**src/rtl/control_sequencer.sv**
```systemverilog
// rtl/control_sequencer.sv - hardwired Moore control unit for the Mini-SRC datapath
//
// Steps through fetch (T0-T2) and execute (T3-T7) for the instruction held in IR.
// Every datapath control strobe is decoded combinationally from the state register and IR.
//
// Ports:
//   Clock, Clear          rising-edge clock, asynchronous active-high reset
//   IR[31:0]              opcode IR[31:27]; register fields are decoded by the datapath
//   CON_FF                branch condition, qualifies PCin in the last branch step
//   Stop                  level request to halt once the current instruction completes
//   PCin..Yin             register load enables
//   PCout..Cout           bus drivers
//   Gra..BAout            register-file select and control
//   Read, Write, IncPC, CON_In   memory control, PC increment, CON_FF load
//   OP[4:0]               ALU operation code
//   Run                   1 while sequencing fetch/execute states
module control_sequencer #(
  parameter logic [4:0] OPC_ADD  = 5'b00011,
  parameter logic [4:0] OPC_HALT = 5'b11011
) (
  input  logic        Clock,
  input  logic        Clear,
  input  logic [31:0] IR,
  input  logic        CON_FF,
  input  logic        Stop,
  output logic        PCin, IRin, HIin, LOin, ZHighin, ZLowin, MARin, MDRin, OutPort, Yin,
  output logic        PCout, HIout, LOout, ZHighout, ZLowout, InPort, MDRout, Cout,
  output logic        Gra, Grb, Grc, Rin, Rout, BAout,
  output logic        Read, Write, IncPC, CON_In,
  output logic [4:0]  OP,
  output logic        Run
);

  typedef enum logic [3:0] {
    RST, T0, T1, T2, T3, T4, T5, T6, T7, HALT
  } state_t;

  state_t     state_q, state_d;
  state_t     last_state;
  logic [4:0] opc;

  assign opc = IR[31:27];

  always_ff @(posedge Clock or posedge Clear) begin
    if (Clear) state_q <= RST;
    else       state_q <= state_d;
  end

  // Final execute step of the current instruction.
  always_comb begin
    last_state = T3;
    case (opc) inside
      5'b00000, 5'b00010:          last_state = T7;  // ld, st
      [5'b00001:5'b01110]:         last_state = T5;  // ldi, ALU R-type, immediates
      5'b01111, 5'b10000, 5'b10011: last_state = T6; // mul, div, br
      5'b10001, 5'b10010:          last_state = T4;  // neg, not
      default:                     last_state = T3;
    endcase
  end

  always_comb begin
    state_d = state_q;
    case (state_q)
      RST:  state_d = T0;
      T0:   state_d = T1;
      T1:   state_d = T2;
      T2:   state_d = T3;
      HALT: state_d = HALT;
      default: begin
        if (state_q == T3 && opc == OPC_HALT) state_d = HALT;
        else if (state_q == last_state)       state_d = Stop ? HALT : T0;
        else begin
          case (state_q)
            T3:      state_d = T4;
            T4:      state_d = T5;
            T5:      state_d = T6;
            T6:      state_d = T7;
            default: state_d = T0;
          endcase
        end
      end
    endcase
  end

  always_comb begin
    {PCin, IRin, HIin, LOin, ZHighin, ZLowin, MARin, MDRin, OutPort, Yin} = '0;
    {PCout, HIout, LOout, ZHighout, ZLowout, InPort, MDRout, Cout}        = '0;
    {Gra, Grb, Grc, Rin, Rout, BAout}                                     = '0;
    {Read, Write, IncPC, CON_In}                                          = '0;
    OP  = 5'b00000;
    Run = (state_q != RST) && (state_q != HALT);
    case (state_q)
      T0: begin PCout = 1'b1; MARin = 1'b1; Read = 1'b1; MDRin = 1'b1; end
      T1: IncPC = 1'b1;
      T2: begin MDRout = 1'b1; IRin = 1'b1; end
      T3: begin
        case (opc) inside
          [5'b00011:5'b01011], [5'b01100:5'b01110]: begin Grb = 1'b1; Rout = 1'b1; Yin = 1'b1; end
          5'b01111, 5'b10000: begin Gra = 1'b1; Rout = 1'b1; Yin = 1'b1; end
          5'b10001, 5'b10010: begin Grb = 1'b1; Rout = 1'b1; ZLowin = 1'b1; OP = opc; end
          5'b00000, 5'b00001, 5'b00010: begin Grb = 1'b1; BAout = 1'b1; Yin = 1'b1; end
          5'b10011: begin Gra = 1'b1; Rout = 1'b1; CON_In = 1'b1; end
          5'b10100: begin Gra = 1'b1; Rout = 1'b1; PCin = 1'b1; end
          5'b10110: begin InPort = 1'b1; Gra = 1'b1; Rin = 1'b1; end
          5'b10111: begin Gra = 1'b1; Rout = 1'b1; OutPort = 1'b1; end
          5'b11000: begin Gra = 1'b1; HIout = 1'b1; Rin = 1'b1; end
          5'b11001: begin Gra = 1'b1; LOout = 1'b1; Rin = 1'b1; end
          default: ;
        endcase
      end
      T4: begin
        case (opc) inside
          [5'b00011:5'b01011]: begin Grc = 1'b1; Rout = 1'b1; ZLowin = 1'b1; OP = opc; end
          5'b01111, 5'b10000: begin Grb = 1'b1; Rout = 1'b1; ZHighin = 1'b1; ZLowin = 1'b1; OP = opc; end
          5'b10001, 5'b10010: begin ZLowout = 1'b1; Gra = 1'b1; Rin = 1'b1; end
          // Immediate forms reuse the matching register ALU code: addi->add, andi->and, ori->or.
          5'b01100: begin Cout = 1'b1; ZLowin = 1'b1; OP = OPC_ADD;  end
          5'b01101: begin Cout = 1'b1; ZLowin = 1'b1; OP = 5'b00101; end
          5'b01110: begin Cout = 1'b1; ZLowin = 1'b1; OP = 5'b00110; end
          5'b00000, 5'b00001, 5'b00010: begin Cout = 1'b1; ZLowin = 1'b1; OP = OPC_ADD; end
          5'b10011: begin PCout = 1'b1; Yin = 1'b1; end
          default: ;
        endcase
      end
      T5: begin
        case (opc) inside
          [5'b00001:5'b01110]: begin
            if (opc == 5'b00010) begin ZLowout = 1'b1; MARin = 1'b1; end
            else begin ZLowout = 1'b1; Gra = 1'b1; Rin = 1'b1; end
          end
          5'b00000: begin ZLowout = 1'b1; MARin = 1'b1; end
          5'b01111, 5'b10000: begin ZLowout = 1'b1; LOin = 1'b1; end
          5'b10011: begin Cout = 1'b1; ZLowin = 1'b1; OP = OPC_ADD; end
          default: ;
        endcase
      end
      T6: begin
        case (opc)
          5'b01111, 5'b10000: begin ZHighout = 1'b1; HIin = 1'b1; end
          5'b00000: begin Read = 1'b1; MDRin = 1'b1; end
          5'b00010: begin Gra = 1'b1; Rout = 1'b1; MDRin = 1'b1; end
          5'b10011: begin ZLowout = 1'b1; PCin = CON_FF; end
          default: ;
        endcase
      end
      T7: begin
        case (opc)
          5'b00000: begin MDRout = 1'b1; Gra = 1'b1; Rin = 1'b1; end
          5'b00010: Write = 1'b1;
          default: ;
        endcase
      end
      default: ;
    endcase
  end

endmodule

```
**config.mk**
```make
export PLATFORM = sky130hd
export DESIGN_NAME = control_sequencer
export DESIGN_NICKNAME = d
export VERILOG_FILES = /design/src/rtl/control_sequencer.sv
export SDC_FILE = /design/constraint.sdc
export NUM_CORES = 1
export LEC_CHECK = 0
export CORE_AREA = 2 2 56 58
export DETAILED_ROUTE_END_ITERATION = 16
export DIE_AREA = 0 0 58 60
export GPL_TIMING_DRIVEN = 0
export PLACE_DENSITY = 0.86
export SLEW_MARGIN = 5
export SYNTH_ARGS = -nofsm -noshare
export SYNTH_HDL_FRONTEND = slang
export SYNTH_SLANG_ARGS = --single-unit
```
**constraint.sdc**
```tcl
create_clock -name Clock -period 3.6 [get_ports Clock]
set_input_delay 0.72 -clock Clock [delete_from_list [all_inputs] [get_ports Clock]]
set_output_delay 0.72 -clock Clock [all_outputs]
set_load 0.01 [all_outputs]
```
==> results by stage <==
Die:
- For this design the top-level I/O count stands at 70.
- In this run the core area contains 20 standard-cell rows.
- The die is 58 um wide.
- The floorplan die area is 0.00348 mm2.
- The die is 60 um tall.
- The area inside the core boundary is 0.00290 mm2.
- Once the floorplan was initialized, standard cells occupied 37.7% of the core.

Route:
- The remaining design rule violation count is 0.
- For this block, the via count after detailed routing is 1438.
- The number of iterations in the first detailed-routing pass is 5.
- The average routed wire per standard cell is 14.2 um.
- The first routing iteration left 79 violations.
- Summed over all layers, the routed wires come to 3550 um.
- The number of antenna-violating nets in the routed design is 0.
- Using the TritonRoute via totals, the vias-per-cell ratio works out to 5.75.

Yosys:
- Synthesis produced a netlist with a net count of 205.
- The most numerous cell in the Yosys netlist is nor2_1.
- Ranked by total cell area, the synthesized netlist is headed by dfrtp_1, nor2_1, nand2_1.
- In this run, synthesis produced a sequential element count of 4.
- The area share of the leading cell type in the synthesized netlist is 9.15%.
- The number of distinct standard cells referenced by the synthesized netlist is 50.
- After synthesis, flip-flops and latches occupy 9.15% of the total area.
- The largest total area in the synthesized netlist belongs to dfrtp_1.
- The synthesized design contains 0 enable-type register cells.
- The count of synthesis-stage warnings from yosys is 0.
- The synthesized area per cell is 6.47 um2.
- The share of synthesized registers carrying an async set or reset is 100%.
- In this run the cell area of the synthesized design comes to 0.00109 mm2.
- Ranked by instance count, the synthesized netlist is headed by nor2_1, nand2_1, o21ai_0, nand3_1.
- The dominant register cell in the synthesized netlist is dfrtp_1.
- The number of instances in the synthesized netlist is 169.

Finish:
- The layout has 272 filler cells.
- The count of cells in the finished layout, fillers not included, comes to 250.
- The register name with the most flops is state_q.
- The number of diodes added for antenna fixing is 0.
- The net count of the finished layout is 255.
- The area occupied by multi-input gates is 897 um2.
- Of the cells placed in the final design, the portion with a size suffix greater than 1 is 16.6%.
- The area occupied by registers is 100 um2.
- From synthesis to final layout, the design area changed by 48.3%.
- The largest registers in the layout are state_q: 4 flops.
- The register with the most flip-flops in the layout has 4 of them.

CTS:
- The clock passes through at most 2 buffers.
- The H-tree level count is 1.
- CTS placed an instance of clkbuf_4 at the clock tree root.
- The clock tree from TritonCTS is built.
- The clock latency at the later pin of the worst-skew pair is 230 ps.
- Clock-pin slew was measured on the worst setup and hold paths at 30 ps.
- The number of sinks driven by the clock tree is 4.
- The number of buffers created by CTS is 3.

Global routing:
- After global routing the overflow that remains totals 0.
- The first global-routing pass estimated 5540 um of wire.
- Across every metal layer, demand over resource in global routing totals 20.1%.
- Entering global routing, the biggest net connects 11 pins.
- The initial antenna violation count is 0.
- The via count of the first global-routing pass came to 1214.

Pwr:
- Summed over all nets, the switching power comes to 58.4 uW.
- The worst-case IR drop observed on VDD is 93.5 uV.
- The leakage component of the power is 0.000680 uW.
- Combinational logic is responsible for 40.6% of the overall power.
- The areal power density over the cells is 103 mW/mm2.
- Of the total power, the share spent switching nets is 34.9%.
- The relative contribution of the clock network to total power is 32.4%.
- The share of total power dissipated in sequential elements is 27.0%.
- The internal portion of the total power is 109 uW.

Worst setup path:
- The startpoint type of the worst setup path is an input port.
- The worst endpoint required time is 2880 ps.
- The data arrival at the endpoint of the critical path is 2770 ps.
- The worst setup path is of the input port to primary output kind.
- The maximum fanout along the worst path is 10.
- STA classifies the critical path endpoint as a primary output.

Timing:
- The actual slew at the worst max-slew pin is 587 ps.
- The number of hold-slack violations in the final timing report is 0.
- The number of max-slew violations in the final report is 0.
- The maximum frequency from static timing analysis is 286 MHz.
- The number of failing setup endpoints in the final timing report is 0.
- After layout, the worst path uses 97.0% of the clock period.
- The smallest clock period supported by the final layout is computed as 3490 ps.
- Headroom to the max-slew limit came out at 60.7%.
- Adding up every negative setup slack in the final design gives 0 ps.
- The worst setup skew after layout is 7.95 ps.
- Setup repair after global routing left no endpoint under its margin.

Place:
- The global placer's final weighted congestion is 0.945.
- In this run the tool buffered the top-level ports with 41 buffer cells.
- In this run, placement finished with an instance count of 243.
- The wire-length estimate of the detail-placed layout is 2620 um.

Run status:
- The flow ran to the end, and the final reports show no timing, DRC or antenna violations.

Job:
- The max capacitance violation total is 0.

Worst hold path:
- The min-delay analysis places its worst path in the category flop to flop.
cells in the final DEF (no fill, tap or decap), types with 4 or more instances in the layout:
master | Yosys | routed
dfrtp_1 | 4 | 4
nor3_1 | 8 | 8
nand3_1 | 9 | 8
nand2b_1 | 8 | 8
and3_1 | 5 | 5
buf_4 | 3 | 7
buf_2 | 5 | 5
nor2_1 | 26 | 26
a21oi_1 | 8 | 8
clkdlybuf4s50_1 | 0 | 37
nand2_1 | 17 | 16
nor2b_1 | 4 | 4
o21ai_0 | 11 | 11
path summary, 6_finish.rpt:
| path | startpoint | end | slack (ps) | cells past startpoint |
|---|---|---|---|---|
| max in group asynchronous | Clear | state_q[0] | 2780 | 2 |
| hold / removal | state_q[3] | state_q[0] | 560 | 2 |
| hold reg to reg | state_q[3] | state_q[0] | 560 | 2 |
| setup / recovery | IR[28] | OP[3] | 110 | 7 |
| setup reg to reg | state_q[3] | state_q[3] | 1860 | 6 |
| min in group asynchronous | Clear | state_q[2] | 670 | 2 |
kinds of logic after synthesis:
family / count (synthesis) / synth area share [%]
compound gates: 40 / 24.6
xor+xnor: 4 / 3.20
buf+inv: 20 / 10.5
flops: 4 / 9.15
mux: 3 / 3.66
simple gates: 98 / 48.9
repair_timing:
action,CTS,global route
hold buffers,0,0
buffers inserted,0,4
gates resized for setup,4,7
hold endpoints to repair,0,0
setup endpoints to repair,7,9
cloned,0,0
pin swaps,1,3
cell type report:
type,count,area share [%]
Buffer,16,6.33
Inverter,4,0.926
Tap cell,33,2.55
Multi-Input combinational cell,145,55.3
Sequential cell,4,6.17
Timing Repair Buffer,45,27.3
Clock buffer,3,1.39
worst max-delay path, stage by stage:
cell             delay [ps]
clkdlybuf4s50_1         490
buf_4                   190
xor2_1                  250
nand3_2                 150
o21ai_2                 230
and4_1                  200
clkdlybuf4s50_1         540
through the flow:
| step | area [um2] | worst slack (ps) | hold WS (ps) | util [%] | power [uW] |
|---|---|---|---|---|---|
| floorplan | 1090 | 920 | 486 | - | 88.0 |
| global placement | 1550 | -55.6 | 538 | 53.2 | 107 |
| detailed placement | 1550 | -78.4 | 551 | 53.2 | 108 |
| CTS | 1570 | 5.40 | 558 | 54.2 | 162 |
| global route | 1620 | 24.3 | 585 | 55.9 | 179 |
| finish | 1620 | 106 | 560 | 55.9 | 167 |
power by group through the flow:
stage / combinational, uW / sequential [uW] / clock [uW]
after floorplan: 42.2 / 45.8 / 0
after global placement: 61.3 / 45.8 / 0
after detailed placement: 62.0 / 45.8 / 0
after CTS: 62.3 / 45.2 / 54.2
after global routing: 73.9 / 45.2 / 60.1
final: 68.0 / 45.2 / 54.3
layer usage:
metal  part of all wire, %  routed length [um]  up-vias  global-route usage, %
li1                      -                   -      703                      -
met1                    39                1390      636                   26.8
met2                    48                1700       93                   33.6
met3                    12                 422        6                   4.33
met4                  0.90                  32        0                   3.65
met5                     0                   0        -                      0
Note: power is estimated with default switching activity, not from simulation.
